===== src/rtl/move_executor.sv =====
// move_executor: applies moves chosen by the decision FSM to the ball position
// and the per-node edge memory, enforces the field rules, decides who moves
// next (bounce rule) and flags goals / game over.
// Optional feature macro: MOVE_EXEC_BOUNCE_EN (bounce rule enabled when defined;
// otherwise colour alternates on every legal move).
// Handshake: i_direction_valid is a one-cycle strobe accepted only in IDLE;
// strobes in any other state are dropped. Memory reads return data one cycle
// after o_mem_rd_en; writes take effect on the clock edge with o_mem_wr_en.
module move_executor #(
  parameter int FIELD_W  = 8,
  parameter int FIELD_L  = 10,
  parameter bit AI_COLOR = 1'b1,
  parameter int ADDR_W   = 8
) (
  input  logic              i_clk,
  input  logic              i_rst,
  input  logic              i_direction_valid,
  input  logic [2:0]        i_direction,
  output logic [7:0]        o_current_x,
  output logic [7:0]        o_current_y,
  output logic [7:0]        o_width,
  output logic [7:0]        o_length,
  output logic              o_color,
  output logic              o_my_turn,
  output logic              o_busy,
  output logic              o_move_done,
  output logic              o_illegal,
  output logic              o_game_over,
  output logic              o_winner,
  output logic [ADDR_W-1:0] o_mem_addr,
  output logic              o_mem_rd_en,
  input  logic [7:0]        i_mem_rd_data,
  output logic              o_mem_wr_en,
  output logic [7:0]        o_mem_wr_data,
  output logic [3:0]        o_dbg_state
);

  typedef enum logic [3:0] {
    S_CLEAR   = 4'd0,
    S_IDLE    = 4'd1,
    S_RD_SRC  = 4'd2,
    S_CHK_SRC = 4'd3,
    S_WR_SRC  = 4'd4,
    S_RD_DST  = 4'd5,
    S_WR_DST  = 4'd6,
    S_TURN    = 4'd7,
    S_OVER    = 4'd8
  } state_t;

  localparam int NODES = (FIELD_W + 1) * (FIELD_L + 1);
  localparam logic [ADDR_W-1:0] C_LAST_ADDR = ADDR_W'(NODES - 1);
  localparam logic [ADDR_W-1:0] C_STRIDE    = ADDR_W'(FIELD_W + 1);
  localparam logic signed [8:0] C_ZERO = 9'sd0;
  localparam logic signed [8:0] C_W    = 9'(FIELD_W);
  localparam logic signed [8:0] C_L    = 9'(FIELD_L);
  localparam logic signed [8:0] C_MLO  = 9'(FIELD_W / 2 - 1);
  localparam logic signed [8:0] C_MHI  = 9'(FIELD_W / 2 + 1);

`ifdef MOVE_EXEC_BOUNCE_EN
  localparam bit C_BOUNCE = 1'b1;
`else
  localparam bit C_BOUNCE = 1'b0;
`endif

  state_t            r_state, w_next;
  logic [7:0]        r_x, r_y;
  logic              r_color;
  logic [2:0]        r_dir;
  logic [7:0]        r_src_mask;
  logic              r_revisit;
  logic              r_legal;
  logic              r_game_over;
  logic              r_winner;
  logic [ADDR_W-1:0] r_clr_addr;

  logic signed [8:0] w_dx, w_dy;
  logic signed [8:0] w_src_x, w_src_y, w_dst_x, w_dst_y;
  logic [7:0]        w_dir_bit, w_opp_bit;
  logic              w_x_out, w_y_out, w_in_mouth, w_same_border, w_dst_border;
  logic              w_illegal, w_goal, w_next_color;
  logic [ADDR_W-1:0] w_src_addr, w_dst_addr;
  logic              w_rd_en, w_wr_en, w_illegal_p, w_move_done_p, w_my_turn_p;
  logic [ADDR_W-1:0] w_addr;
  logic [7:0]        w_wr_data;

  function automatic logic [ADDR_W-1:0] node_addr(input logic [7:0] x, input logic [7:0] y);
    node_addr = ADDR_W'(y) * C_STRIDE + ADDR_W'(x);
  endfunction

  // Direction code to (dx,dy) step.
  always_comb begin
    w_dx = C_ZERO;
    w_dy = C_ZERO;
    case (r_dir)
      3'd0: begin w_dx =  9'sd0; w_dy =  9'sd1; end
      3'd1: begin w_dx =  9'sd1; w_dy =  9'sd1; end
      3'd2: begin w_dx =  9'sd1; w_dy =  9'sd0; end
      3'd3: begin w_dx =  9'sd1; w_dy = -9'sd1; end
      3'd4: begin w_dx =  9'sd0; w_dy = -9'sd1; end
      3'd5: begin w_dx = -9'sd1; w_dy = -9'sd1; end
      3'd6: begin w_dx = -9'sd1; w_dy =  9'sd0; end
      default: begin w_dx = -9'sd1; w_dy = 9'sd1; end
    endcase
  end

  // Destination geometry and rule evaluation for the latched move.
  always_comb begin
    w_src_x       = signed'({1'b0, r_x});
    w_src_y       = signed'({1'b0, r_y});
    w_dst_x       = w_src_x + w_dx;
    w_dst_y       = w_src_y + w_dy;
    w_dir_bit     = 8'd1 << r_dir;
    w_opp_bit     = 8'd1 << (r_dir + 3'd4);
    w_x_out       = (w_dst_x < C_ZERO) || (w_dst_x > C_W);
    w_y_out       = (w_dst_y < C_ZERO) || (w_dst_y > C_L);
    w_in_mouth    = (w_dst_x >= C_MLO) && (w_dst_x <= C_MHI);
    w_same_border = ((w_src_x == C_ZERO) && (w_dst_x == C_ZERO)) ||
                    ((w_src_x == C_W)    && (w_dst_x == C_W))    ||
                    ((w_src_y == C_ZERO) && (w_dst_y == C_ZERO)) ||
                    ((w_src_y == C_L)    && (w_dst_y == C_L));
    w_dst_border  = (w_dst_x == C_ZERO) || (w_dst_x == C_W) ||
                    (w_dst_y == C_ZERO) || (w_dst_y == C_L);
    w_illegal     = i_mem_rd_data[r_dir] || w_x_out ||
                    (w_y_out && !w_in_mouth) || w_same_border;
    w_goal        = !w_illegal && w_y_out;
    w_src_addr    = node_addr(r_x, r_y);
    w_dst_addr    = node_addr(w_dst_x[7:0], w_dst_y[7:0]);
    w_next_color  = (r_legal && !r_revisit) ? ~r_color : r_color;
  end

  // Next-state and per-state strobes.
  always_comb begin
    w_next        = r_state;
    w_addr        = '0;
    w_rd_en       = 1'b0;
    w_wr_en       = 1'b0;
    w_wr_data     = 8'd0;
    w_illegal_p   = 1'b0;
    w_move_done_p = 1'b0;
    w_my_turn_p   = 1'b0;
    case (r_state)
      S_CLEAR: begin
        w_wr_en = 1'b1;
        w_addr  = r_clr_addr;
        if (r_clr_addr == C_LAST_ADDR) w_next = S_TURN;
      end
      S_IDLE: begin
        if (i_direction_valid) w_next = S_RD_SRC;
      end
      S_RD_SRC: begin
        w_rd_en = 1'b1;
        w_addr  = w_src_addr;
        w_next  = S_CHK_SRC;
      end
      S_CHK_SRC: begin
        if (w_illegal) begin
          w_illegal_p = 1'b1;
          w_next      = S_TURN;
        end else if (w_goal) begin
          w_next = S_OVER;
        end else begin
          w_next = S_WR_SRC;
        end
      end
      S_WR_SRC: begin
        w_wr_en   = 1'b1;
        w_addr    = w_src_addr;
        w_wr_data = r_src_mask | w_dir_bit;
        w_next    = S_RD_DST;
      end
      S_RD_DST: begin
        w_rd_en = 1'b1;
        w_addr  = w_dst_addr;
        w_next  = S_WR_DST;
      end
      S_WR_DST: begin
        w_wr_en       = 1'b1;
        w_addr        = w_dst_addr;
        w_wr_data     = i_mem_rd_data | w_opp_bit;
        w_move_done_p = 1'b1;
        w_next        = S_TURN;
      end
      S_TURN: begin
        w_my_turn_p = (w_next_color == AI_COLOR);
        w_next      = S_IDLE;
      end
      S_OVER: w_next = S_OVER;
      default: w_next = S_CLEAR;
    endcase
  end

  // State, position, colour and bookkeeping registers.
  always_ff @(posedge i_clk or posedge i_rst) begin
    if (i_rst) begin
      r_state     <= S_CLEAR;
      r_x         <= 8'(FIELD_W / 2);
      r_y         <= 8'(FIELD_L / 2);
      r_color     <= 1'b1;
      r_dir       <= 3'd0;
      r_src_mask  <= 8'd0;
      r_revisit   <= 1'b0;
      r_legal     <= 1'b0;
      r_game_over <= 1'b0;
      r_winner    <= 1'b0;
      r_clr_addr  <= '0;
    end else begin
      r_state <= w_next;
      case (r_state)
        S_CLEAR: begin
          r_clr_addr <= r_clr_addr + 1'b1;
          r_legal    <= 1'b0;
        end
        S_IDLE: if (i_direction_valid) r_dir <= i_direction;
        S_CHK_SRC: begin
          r_src_mask <= i_mem_rd_data;
          r_legal    <= !w_illegal;
          if (w_goal) begin
            r_game_over <= 1'b1;
            // Beyond the far end is blue's goal; beyond y=0 is red's.
            r_winner    <= (w_dst_y > C_L) ? 1'b0 : 1'b1;
          end
        end
        S_WR_DST: begin
          r_x       <= w_dst_x[7:0];
          r_y       <= w_dst_y[7:0];
          r_revisit <= C_BOUNCE && ((i_mem_rd_data != 8'd0) || w_dst_border);
        end
        S_TURN: r_color <= w_next_color;
        default: ;
      endcase
    end
  end

  // Strobes are masked while reset is held so an interrupted write never lands.
  always_comb begin
    o_mem_addr    = w_addr;
    o_mem_rd_en   = w_rd_en & ~i_rst;
    o_mem_wr_en   = w_wr_en & ~i_rst;
    o_mem_wr_data = w_wr_data;
    o_illegal     = w_illegal_p & ~i_rst;
    o_move_done   = w_move_done_p & ~i_rst;
    o_my_turn     = w_my_turn_p & ~i_rst;
    o_busy        = (r_state != S_IDLE) && (r_state != S_OVER);
    o_current_x   = r_x;
    o_current_y   = r_y;
    o_color       = r_color;
    o_game_over   = r_game_over;
    o_winner      = r_winner;
    o_width       = 8'(FIELD_W);
    o_length      = 8'(FIELD_L);
    o_dbg_state   = r_state;
  end

endmodule

===== config.mk =====
export PLATFORM = sky130hd
export DESIGN_NAME = move_executor
export DESIGN_NICKNAME = d
export VERILOG_FILES = /design/src/rtl/move_executor.sv
export SDC_FILE = /design/constraint.sdc
export NUM_CORES = 1
export LEC_CHECK = 0
export CELL_PAD_IN_SITES_DETAIL_PLACEMENT = 1
export CELL_PAD_IN_SITES_GLOBAL_PLACEMENT = 1
export CORE_ASPECT_RATIO = 0.75
export CORE_MARGIN = 2
export CORE_UTILIZATION = 36
export DETAILED_ROUTE_END_ITERATION = 8
export PLACE_DENSITY_LB_ADDON = 0.2
export RECOVER_POWER = 25
export SYNTH_ARGS = -nofsm -noshare
export SYNTH_HDL_FRONTEND = slang
export SYNTH_SLANG_ARGS = --single-unit
export TNS_END_PERCENT = 100

===== constraint.sdc =====
create_clock -name i_clk -period 5.9 [get_ports i_clk]
set_input_delay 1.77 -clock i_clk [delete_from_list [all_inputs] [get_ports i_clk]]
set_output_delay 1.77 -clock i_clk [all_outputs]
set_load 0.005 [all_outputs]

==> results, run 1 <==
- STA classifies the critical path startpoint as a flop.
- In this run the critical register-to-register path is captured at o_dbg_state[1].
- The type of the worst min-delay path is flop to flop.
- The portion of the post-synthesis area used by sequential elements is about a quarter.
- The cell count after synthesis came out at between 400 and 500.
- The minimum hold slack is just under 500 ps.
- Once the floorplan was initialized, standard cells occupied 37.5% of the core.
- STA puts the critical path data arrival time at 4400 ps.
- On the final layout, the worst clock skew is around 18 ps.
- Yosys printed 0 warnings.
- The number of buffers inserted by port buffering is 58.
- After global routing the overflow that remains totals 0.
- The total area inside the core boundary comes to roughly 11000 sq um.
- The final wirelength is 15600 um.
- The per-cell routed wire length is 20.5 um.
- The leakage power summed over all cells is between 2 and 3 nW.
- The floorplan step defined a die boundary enclosing roughly 12000 sq um.
- For this run, the slowest stage of the critical path takes between 400 and 500 ps.
- Setup violations remaining at the end of the flow were counted as 4.
- The cell with the most instances after synthesis is sky130_fd_sc_hd__inv_1.
- The placer congestion estimate is 0.903.
- The worst register-to-register path begins at r_dir[1].
- The aggregate global-route resource usage is roughly a quarter.
- The DRC violation count after routing is 0.
- The critical-path cell with the highest stage delay is sky130_fd_sc_hd__fa_1.
- The critical path in this run is classified as flop to output port.
- Of all flip-flops after synthesis, the portion carrying an async set or reset was 100%.
- The die is 97.2 um tall.
- TritonCTS built the clock tree.
- Sorting the synthesized cells by area gives the leading types as sky130_fd_sc_hd__dfrtp_1 23%, sky130_fd_sc_hd__ha_1 12%, sky130_fd_sc_hd__xnor2_1 6.7%, sky130_fd_sc_hd__inv_1 4.8%, sky130_fd_sc_hd__fa_1 4.3%.
- The number of non-filler instances in the completed layout is 763.
- By count the netlist is led by 53 x sky130_fd_sc_hd__inv_1, 47 x sky130_fd_sc_hd__nand2_1, 41 x sky130_fd_sc_hd__ha_1.
- The number of buffers created by CTS is 5.
- For the pin with the worst max-slew slack, the measured transition is around 2600 ps.
- The highest net fanout along the worst path is 5.
- The layout filler cell count is 1274.
- Of the cells placed in the final design, the portion with a size suffix greater than 1 is 28.9%.
- Summing all flip-flop and latch instances after layout gives 1080 sq um.
- The total design power is 0.625 mW.
- The number of global-route vias before repair was 4403.
- After clock tree synthesis, the clock-pin slew on the worst setup and hold paths is 80 ps.
- Dividing total power by cell area gives a power density of 105 nW/um^2.
- The final reports fail on capacitance limit, slew limit, setup timing.
- The I/O pin total is 75.
- Before antenna repair, the detailed router went through 6 iterations.
- In this run, placement finished with an instance count of 728.
- In the final design database the tool counted 686 nets.
- The share of the cycle needed by the critical path after routing is 105%.
- The run finished, with violations left.
- The synthesized design spends more area on one cell type than any other, namely sky130_fd_sc_hd__dfrtp_1.
- Once routing completed, OpenROAD measured the worst setup slack at -267 ps.
- The detail route stage leaves a number of antenna-violating nets equal to 0.
- The most prevalent standard cell on the critical path is sky130_fd_sc_hd__inv_2.
- Measured along the x axis, the die boundary spans 128 um.
- The clock passes through at most 2 buffers.
- The first global-routing pass estimated 24200 um of wire.
- The quantity of hold-fixing buffers added after cts is 0.
- In the routed layout, each cell is associated on average with a via count of 5.41.
- The post-synthesis sequential element count is 43.
- The number of rows in the core area is 33.
- The area growth from synthesis to layout is 42.6%.
- Averaged over all synthesized cells, the footprint is 8.56 sq um.
- The kind of capture point of the worst setup path is an output port.
- The final number of hold-violating endpoints is 0.
- The number of clock sinks is 43.
- The signal on the critical path passes through inv_2 > buf_4 > o21bai_4 > inv_2 > fa_2 > nor2b_4 > o21a_1 > nor3_2 > nor2_2 > ha_4 > inv_2 > fa_1 > inv_2 > ha_4 > inv_4 > o21bai_4 > a21o_1 > a21oi_4 > xor2_2 > xnor2_2 > o21ai_1 > buf_2.
- The hold path endpoint is r_src_mask[0].
- The worst setup slack for register-to-register paths is about 1700 ps.
- The worst supply voltage drop on vdd is 0.000101 V.
- The number of antenna violations at the first check in global routing came to 0.
- The worst reg2reg path depth is 24.
- Setup repair after global routing could not meet its margin everywhere.
- The max-slew violation total from the final report is 76.
- The minimum clock period is slightly above 6000 ps.
- The utilization after layout is between 50% and 60%.
- Data on the critical path is required at its endpoint by 4130 ps.
- In the final timing run, aggregate negative setup slack is -670 ps.
- The worst slew margin relative to its limit is -70.1%.
- For the worst-skew pair, the clock arrives at the later sink with an insertion delay of approximately 310 ps.
- The buffer cell driving the clock tree root is sky130_fd_sc_hd__clkbuf_16.
- The number of antenna diodes in the final layout is 0.
- The highest achievable clock rate is 162 MHz.
- The launch instance of the worst min-delay path is r_src_mask[0].
- After synthesis, the largest area contributor takes up 23.4% of total cell area.
- The detailed router placed 4125 vias in this run.
- In this run, the number of DRC markers left after iteration 0 of detailed routing was 224.
- The largest net degree at the start of global routing is 44.
- In the final layout, the multi-input gates occupy 3060 sq um.
- The worst hold path was traced through 2 stages.
- The tool flagged a number of max-cap violations equal to 2.
- The main flop type after synthesis is sky130_fd_sc_hd__dfrtp_1.
- The count of flip-flops with a built-in enable after synthesis is 0.
- The count of distinct cell types in the synthesized netlist is 63.
- The post-synth design cell area is 4170 sq um.
- The H-tree generated during clock tree synthesis spans 2 levels.
- The wire-length estimate of the detail-placed layout is 10900 um.
-- per-layer routing --
| metal | part of all wire (%) | GRT usage [%] | vias up |
|---|---|---|---|
| met5 | 0 | 0 | - |
| met4 | 1.8 | 6.34 | 0 |
| met3 | 4.5 | 3.14 | 22 |
| met2 | 49 | 41.5 | 127 |
| met1 | 45 | 33.8 | 2057 |
| li1 | - | - | 1919 |
-- through the flow --
stage	setup WS, ps	area [sq um]
after floorplan	30.9	4220
after CTS	-165	5800
after global routing	-412	5940
final	-267	5940
after detailed placement	-567	5260
after global placement	-301	5260
-- cells in the final DEF, fill, tap and decap left out, types with 5 or more instances in the layout --
cell type	instances
sky130_fd_sc_hd__fa_1	8
sky130_fd_sc_hd__conb_1	16
sky130_fd_sc_hd__xor2_1	8
sky130_fd_sc_hd__xnor2_1	27
sky130_fd_sc_hd__inv_2	9
sky130_fd_sc_hd__dlygate4sd3_1	8
sky130_fd_sc_hd__a21o_1	6
sky130_fd_sc_hd__buf_4	81
sky130_fd_sc_hd__a21oi_1	13
sky130_fd_sc_hd__o21ai_0	24
sky130_fd_sc_hd__ha_4	10
sky130_fd_sc_hd__nor4_1	5
sky130_fd_sc_hd__o21a_1	5
sky130_fd_sc_hd__nand4_1	6
sky130_fd_sc_hd__inv_1	43
sky130_fd_sc_hd__clkdlybuf4s50_1	44
sky130_fd_sc_hd__nand3_1	8
sky130_fd_sc_hd__a31oi_1	6
sky130_fd_sc_hd__mux2_2	11
sky130_fd_sc_hd__xnor2_2	5
sky130_fd_sc_hd__nor2_1	32
sky130_fd_sc_hd__ha_1	29
sky130_fd_sc_hd__nor3_1	12
sky130_fd_sc_hd__dfrtp_1	38
sky130_fd_sc_hd__clkbuf_16	5
sky130_fd_sc_hd__nand2_1	47
sky130_fd_sc_hd__buf_6	6
-- critical path, delay by kind of cell (launching register included) --
family                     cells  cell delay (ps)
DFF                            1              380
buffers and inverters          7              610
adders and majority gates      4             1260
and+or+nand+nor                3              430
AOI/OAI and AO/OA              6             1090
xor gates and xnor gates       2              310
-- cell families (layout without fill, tap and decap cells) --
logic type / count (synthesis) / count (layout) / share of synthesized area [%]
other: 2 / 16 / 0.180
buffers and inverters: 89 / 211 / 9.79
AOI/OAI and AO/OA: 101 / 101 / 16.2
adders and majority gates: 50 / 50 / 16.6
and+or+nand+nor: 140 / 140 / 16.2
xor gates and xnor gates: 45 / 45 / 9.64
DFF: 43 / 43 / 25.9
muxes: 17 / 17 / 5.32
-- sequential cells by signal, indices dropped and copies added (netlist names) --
name         cells
r_src_mask       8
r_clr_addr       8
o_color          1
r_legal          1
o_current_x      8
o_dbg_state      4
r_dir            3
o_current_y      8
o_winner         1
o_game_over      1
-- worst max-delay path by stage --
| stage | startpoint | endpoint | slack [ps] | cells after the start |
|---|---|---|---|---|
| 2_1_floorplan | r_dir[1] | o_mem_addr[7] | 30 | 20 |
| 3_3_place_gp | r_dir[2] | o_mem_addr[7] | -300 | 21 |
| 3_5_place_dp | r_dir[2] | o_mem_addr[7] | -570 | 21 |
| 4_1_cts | r_dir[1] | o_mem_addr[7] | -160 | 19 |
| 5_1_grt | r_dir[2] | o_mem_addr[7] | -410 | 22 |
| 6_report | r_dir[2] | o_mem_addr[7] | -270 | 22 |
-- report_power, final --
| part | switching [mW] | internal (mW) |
|---|---|---|
| logic | 0.0153 | 0.0128 |
| registers | 0 | 0.295 |
| clock network | 0.133 | 0.169 |
-- cell type report --
| cell class | count | area share [%] |
|---|---|---|
| clock buffers | 7 | 2.40 |
| repair buffers | 149 | 21.3 |
| inverters | 54 | 3.50 |
| multi-input cells | 369 | 51.5 |
| well taps | 140 | 2.95 |
| clock inverters | 1 | 0.0843 |
| flip-flops and latches | 43 | 18.2 |
-- what timing repair did --
item                       in CTS  in global routing
resized for setup              60                 28
setup buffers                  22                  5
hold endpoints to repair        0                  0
setup endpoints to repair       6                  6
pin swaps                      32                 26
Power figures use the tool's default switching activity.
==> run 2, diff against run 1 <==
Settings changed: SKIP_LAST_GASP from default to 1, SLEW_MARGIN from default to 30.
==> run 2 against run 1 <==
Compared with the run above: the flow still finishes with violations (capacitance limit, slew limit, setup timing); routed wire length stayed put; critical path type unchanged; combinational power is essentially flat; cell count did not move; fmax stayed put; critical path depth unchanged; via count stayed put.
==> results, run 2 (synthesized netlist as in run 1, its figures left out) <==
- The flow ran to the end, but the final reports show violations.
- The final reports fail on capacitance limit, slew limit, setup timing.
- The worst slew margin relative to its limit is -70.1% (unchanged).
- The area of all placed cells without fillers is 5940 sq um (unchanged).
- The number of rows in the core area is 33 (unchanged).
- The violation count after the first detailed-routing iteration is 224 (unchanged).
- The library cell used most frequently in the layout, excluding fill and tap cells, is sky130_fd_sc_hd__buf_4.
- STA classifies the critical path startpoint as a flop.
- The number of buffers created by CTS is 5 (unchanged).
- The net total in the final layout is 686 (unchanged).
- The minimum clock period is 6170 ps (-0.00300 ps).
- The max-slew violation total from the final report is 76 (unchanged).
- Among cell families on the critical path, the largest total delay comes from adder cells.
- The placed standard-cell area is 5260 sq um (unchanged).
- Setup repair after global routing could not meet its margin everywhere.
- The fraction of layout instances using a drive strength above 1 is 28.7% (-0.16 points).
- The highest net fanout along the worst path is 5 (unchanged).
- The worst path required time is 4130 ps (about the same).
- The number of H-tree levels is 2 (unchanged).
- The clock latency at the later pin of the worst-skew pair is 310 ps (about the same).
- The worst setup path is of the flop to output port kind.
- The first-pass GRT wire length was 24200 um (unchanged).
- The aggregate global-route resource usage is 24.8% (unchanged).
- The kind of capture point of the worst setup path is an output port.
- The number of buffers inserted by port buffering is 58 (unchanged).
- The per-cell routed wire length is 20.5 um (unchanged).
- The worst setup slack for register-to-register paths is 1740 ps (about the same).
- The number of violations of the max-capacitance limit is 2 (unchanged).
- The I/O pin total is 75 (unchanged).
- The overall via count from detail_route came to 4125 (unchanged).
- The leakage power summed over all cells came to 2.83 nW (about the same).
- The count of buffering cells on the critical path with inverters included is 7 (unchanged).
- The total of endpoints with negative setup slack in the final report came to 4 (unchanged).
- In the layout the commonest cells are 81 x sky130_fd_sc_hd__buf_4, 47 x sky130_fd_sc_hd__nand2_1, 44 x sky130_fd_sc_hd__inv_1, 44 x sky130_fd_sc_hd__clkdlybuf4s50_1, 38 x sky130_fd_sc_hd__dfrtp_1.
- The most prevalent standard cell on the critical path is sky130_fd_sc_hd__inv_2.
- The DRC violation count after routing is 0 (unchanged).
- The detailed-router iteration count before antenna repair came to 6 (unchanged).
- The number of routed nets with antenna violations came to 0 (unchanged).
- The delay contributed by the slowest stage of the critical path is 410 ps (about the same).
- The number of clock sinks is 43 (unchanged).
- The CTS tree is done.
- In this run the worst hold path is classified as flop to flop.
- The number of global-route vias before repair is 4403 (unchanged).
- The die span in x was 128 um (unchanged).
- The post-DP HPWL is 10900 um (unchanged).
- The worst-case setup margin in the final layout is -267 ps (+0.00300 ps).
- The worst path arrival time is 4400 ps (about the same).
- The mean number of vias per cell was 5.41 (unchanged).
- The total design power came to 0.625 mW (about the same).
- The floorplan die height is 97.2 um (unchanged).
- The critical path goes through inv_2 > buf_4 > o21bai_4 > inv_2 > fa_2 > nor2b_4 > o21a_1 > nor3_2 > nor2_2 > ha_4 > inv_2 > fa_1 > inv_2 > ha_4 > inv_4 > o21bai_4 > a21o_1 > a21oi_4 > xor2_2 > xnor2_2 > o21ai_1 > buf_2.
- The largest net degree at the start of global routing was 44 (unchanged).
- The measured slew at the worst slew-check pin was 2550 ps (unchanged).
- The sum of negative setup slack came to -670 ps (-0.0430 ps).
- The buffer cell driving the clock tree root is sky130_fd_sc_hd__clkbuf_16.
- The power per cell area was 105 nW/um^2 (about the same).
- The critical-path cell with the highest stage delay is sky130_fd_sc_hd__fa_1.
- The minimum hold slack was 481 ps (unchanged).
- The number of antenna violations at the first check in global routing came to 0 (unchanged).
- The effective utilization at floorplan came to 37.5% (unchanged).
- The final worst clock skew came to 17.8 ps (unchanged).
- The placer congestion estimate is 0.903 (unchanged).
- The highest achievable clock rate is 162 MHz (unchanged).
- The deepest clock path buffer count is 2 (unchanged).
- The antenna diode count came to 0 (unchanged).
- The register clock-pin slew on the reported worst setup and hold paths is 80 ps (about the same).
- The standard cell core area was 11100 sq um (unchanged).
- The worst supply voltage drop on vdd is 0.000101 V (unchanged).
- The final number of hold-violating endpoints is 0 (unchanged).
- The global-route congestion overflow total is 0 (unchanged).
- The share of the cycle needed by the critical path after routing came to 105% (about the same).
- The final wirelength is 15600 um (unchanged).
- The area of the die came to 12500 sq um (unchanged).
- The area growth from synthesis to layout is 42.6% (unchanged).
[run 2: cell counts in the layout (fill, tap and decap cells not counted)]
Identical to the previous run, type by type.
[run 2: where the power goes]
part	switching, mW	internal (mW)
combinational	0.0153	0.0128
clock	0.133	0.169
sequential	0	0.295
[run 2: timing repair]
item | 4_1_cts | 5_1_grt
gates resized for setup | 60 | 27
hold endpoints to repair | 0 | 0
pin swaps | 32 | 26
endpoints found under the setup margin | 6 | 6
hold buffers | 0 | 0
buffers inserted | 22 | 5
[run 2: worst paths after layout]
check / start / endpoint / depth (start not counted)
min: r_src_mask[0] / r_src_mask[0] / 2
max: r_dir[2] / o_mem_addr[7] / 22
min in group asynchronous: i_rst / r_src_mask[7] / 3
max in group asynchronous: i_rst / r_dir[1] / 3
min reg2reg: r_src_mask[0] / r_src_mask[0] / 2
max reg2reg: r_dir[1] / o_dbg_state[1] / 24
[run 2: cell type report]
cell class,count,area (sq um)
Sequential cell,43,1080
Tap cell,140,175
Timing Repair Buffer,149,1260
Inverter,54,208
Clock buffer,7,143
Fill cell,1274,5170
Clock inverter,1,5.00
Multi-Input combinational cell,369,3060
[run 2: metrics by stage]
stage / util [%] / setup WS [ps] / std cells
after floorplan: - / 30.9 / 501
after global placement: 47.3 / -301 / 728
after detailed placement: 47.3 / -567 / 728
after CTS: 52.2 / -165 / 758
after global routing: 53.5 / -412 / 763
final: 53.5 / -267 / 763
[run 2: layer usage]
metal  part of all wire, %  track usage, %
met1                    45            33.8
met2                    49            41.5
met3                   4.5            3.14
met4                   1.8            6.34
met5                     0               0
[run 2: tightest hold or removal path, cell delays in order (launching register included)]
cell,delay [ps]
sky130_fd_sc_hd__dfrtp_1,350
sky130_fd_sc_hd__nand2_1,50
sky130_fd_sc_hd__nand2_1,60
==> run 3, diff against run 2 <==
Settings changed: CORE_MARGIN 2 to default, TNS_END_PERCENT 100 to default.
==> run 3 against run 2 <==
Compared with the run above: the flow still finishes with violations (capacitance limit, slew limit, setup timing); power increased by 6.4%; hold slack gained 3.8 ps; core utilization increased by 0.079 points; largest power group unchanged.
==> results, run 3 (synthesized netlist as in run 1, its figures left out) <==
- TritonCTS built the clock tree.
- The number of violations of the max-capacitance limit is 2 (unchanged).
- The overall via count from detail_route came to 4146 (+0.51%).
- The category of the most critical setup path is flop to output port.
- The final reports fail on capacitance limit, slew limit, setup timing.
- The global-route congestion overflow total is 0 (unchanged).
- Clock tree synthesis selected as its root buffer the cell sky130_fd_sc_hd__clkbuf_16.
- The highest net fanout along the worst path was 5 (unchanged).
- The max-slew violation total from the final report is 76 (unchanged).
- The highest achievable clock rate came to 162 MHz (about the same).
- The combinational power share is 4.4% (about the same).
- The number of non-filler instances in the completed layout is 763 (unchanged).
- The length of routed met2 wiring is 7330 um (-4.6%).
- The post-placement setup slack is -422 ps (+145 ps).
- The mean number of vias per cell is 5.43 (+0.51%).
- The leading cell type in the layout, fill and taps excluded is sky130_fd_sc_hd__buf_4.
- The DRC violation count after routing came to 0 (unchanged).
- The final worst clock skew is 7.26 ps (-10.5 ps).
- The share of the cycle needed by the critical path after routing came to 104% (about the same).
- The detailed-router iteration count before antenna repair is 4 (-2).
- The fraction of layout instances using a drive strength above 1 is 28.3% (-0.48 points).
- The number of global-route vias before repair was 4306 (-2.2%).
- The switching power is 0.146 mW (-2.1%).
- The sum of negative setup slack is -532 ps (+138 ps).
- The met3 wirelength from detailed routing is 650 um (-7.4%).
- The number of routed nets with antenna violations is 0 (unchanged).
- The measured slew at the worst slew-check pin is 2620 ps (+68.7 ps).
- The cell internal power dissipation is 0.519 mW (+9.0%).
- The worst slew margin relative to its limit came to -74.6% (-4.6 points).
- The clock share of power was 51.2% (+2.9 points).
- The final number of hold-violating endpoints is 0 (unchanged).
- The placer congestion estimate came to 0.903 (about the same).
- The worst setup path is captured at an output port.
- The largest net degree at the start of global routing is 44 (unchanged).
- The leakage power summed over all cells is 2.88 nW (+1.5%).
- The top cell types in the final layout, fill and taps aside, are 83 x sky130_fd_sc_hd__buf_4, 47 x sky130_fd_sc_hd__nand2_1, 44 x sky130_fd_sc_hd__inv_1, 44 x sky130_fd_sc_hd__clkdlybuf4s50_1, 39 x sky130_fd_sc_hd__dfrtp_1.
- The die span in x is 126 um (-1.6%).
- The area occupied by multi-input gates is 3050 sq um (-0.37%).
- The first-pass GRT wire length is 24000 um (-0.88%).
- The total of endpoints with negative setup slack in the final report is 3 (-1).
- The antenna diode count is 0 (unchanged).
- The post-DP HPWL came to 10300 um (-5.0%).
- The sequential cell fraction of total power is 44.4% (-2.8 points).
- The final wirelength is 15600 um (-0.13%).
- The flow ran to the end, but the final reports show violations.
- The number of antenna violations at the first check in global routing is 0 (unchanged).
- The minimum hold slack came to 485 ps (+3.84 ps).
- The minimum clock period was 6160 ps (-3.61 ps).
- The number of clock sinks is 43 (unchanged).
- The aggregate global-route resource usage came to 26.6% (+1.8 points).
- The number of rows in the core area is 33 (unchanged).
- The area of the die is 12000 sq um (-3.6%).
- Setup repair after global routing could not meet its margin everywhere.
- The cell count after placement is 728 (unchanged).
- The floorplan die height is 95.2 um (-2.1%).
- The register clock-pin slew on the reported worst setup and hold paths is 60 ps (-20 ps).
- The worst-case setup margin in the final layout is -263 ps (+3.61 ps).
- The register area is 1080 sq um (-0.12%).
- The type of the worst min-delay path is flop to flop.
- The standard cell core area was 11100 sq um (unchanged).
- STA classifies the critical path startpoint as a flop.
- The number of buffers inserted by port buffering is 58 (unchanged).
- The worst path arrival time is 4390 ps (about the same).
- The power per cell area is 112 nW/um^2 (+6.2%).
- The effective utilization at floorplan is 37.5% (unchanged).
- The per-cell routed wire length came to 20.4 um (-0.13%).
- The I/O pin total was 75 (unchanged).
- The net total in the final layout is 686 (unchanged).
- The area growth from synthesis to layout is 42.8%.
- The deepest clock path buffer count is 2 (unchanged).
- The number of buffers created by CTS is 5 (unchanged).
- The quantity of hold-fixing buffers added after cts came to 0 (unchanged).
- The switching portion of total power is 21.9% (-1.9 points).
- The layout filler cell count was 1277 (+0.24%).
- The length of routed wiring on met1 is 7200 um (+3.5%).
- The clock latency at the later pin of the worst-skew pair came to 300 ps (about the same).
- The top routing layer in use is met4.
- The number of H-tree levels was 2 (unchanged).
- The violation count after the first detailed-routing iteration is 186 (-17%).
- The worst path required time came to 4130 ps (about the same).
- The worst supply voltage drop on vdd is 0.000111 V (+10%).
-- run 3: layer usage --
layer,up-vias,track usage (%)
li1,1919,-
met1,2076,35.9
met2,120,43.6
met3,31,3.70
met4,0,9.74
met5,-,0
-- run 3: power by group through the flow --
stage	logic [mW]	registers, mW	clock network [mW]
after floorplan	0.0181	0.300	0
after global placement	0.0297	0.300	0
after detailed placement	0.0303	0.300	0
after CTS	0.0308	0.295	0.343
after global routing	0.0326	0.295	0.361
final	0.0293	0.295	0.341
-- run 3: layout make-up --
cell class	count	share of cell area (%)
Multi-Input combinational cell	369	51.3
Inverter	54	3.45
Timing Repair Buffer	149	21.2
Clock buffer	6	2.33
Clock inverter	2	0.589
Sequential cell	43	18.2
Tap cell	140	2.94
-- run 3: final timing paths --
kind | startpoint | end | slack [ps] | depth (start not counted)
setup reg to reg | r_dir[1] | o_dbg_state[0] | 2010 | 21
max in group asynchronous | i_rst | o_current_y[5] | 1400 | 3
hold reg to reg | r_src_mask[2] | r_src_mask[2] | 490 | 2
hold / removal | r_src_mask[2] | r_src_mask[2] | 490 | 2
setup / recovery | r_dir[1] | o_mem_addr[7] | -260 | 20
min in group asynchronous | i_rst | o_dbg_state[0] | 3010 | 3
-- run 3: repair_timing --
action | 4_1_cts | 5_1_grt
buffers inserted | 25 | 8
pin swaps | 26 | 33
gates resized for setup | 41 | 39
hold endpoints to repair | 0 | 0
setup endpoints to repair | 6 | 6
-- run 3: stage by stage --
step	area, sq um	power [mW]	util, %
floorplan	4220	0.318	-
global placement	5260	0.330	47.3
detailed placement	5260	0.331	47.3
CTS	5780	0.669	52.0
global route	5950	0.688	53.6
finish	5950	0.665	53.6
-- run 3: worst max-delay path: stages, from the launching register on --
cell and delay (ps):
sky130_fd_sc_hd__dfrtp_1 440, sky130_fd_sc_hd__and3_4 210, sky130_fd_sc_hd__o21bai_4 220, sky130_fd_sc_hd__buf_6 160
sky130_fd_sc_hd__ha_4 260, sky130_fd_sc_hd__o21a_1 180, sky130_fd_sc_hd__o31a_1 130, sky130_fd_sc_hd__buf_4 150
sky130_fd_sc_hd__o21a_1 190, sky130_fd_sc_hd__nor2_2 150, sky130_fd_sc_hd__xnor2_2 90, sky130_fd_sc_hd__ha_1 300
sky130_fd_sc_hd__inv_2 40, sky130_fd_sc_hd__fa_1 520, sky130_fd_sc_hd__inv_2 50, sky130_fd_sc_hd__ha_4 260
sky130_fd_sc_hd__a21oi_2 50, sky130_fd_sc_hd__xor2_1 140, sky130_fd_sc_hd__xnor2_1 280, sky130_fd_sc_hd__o21ai_1 120
sky130_fd_sc_hd__buf_2 140
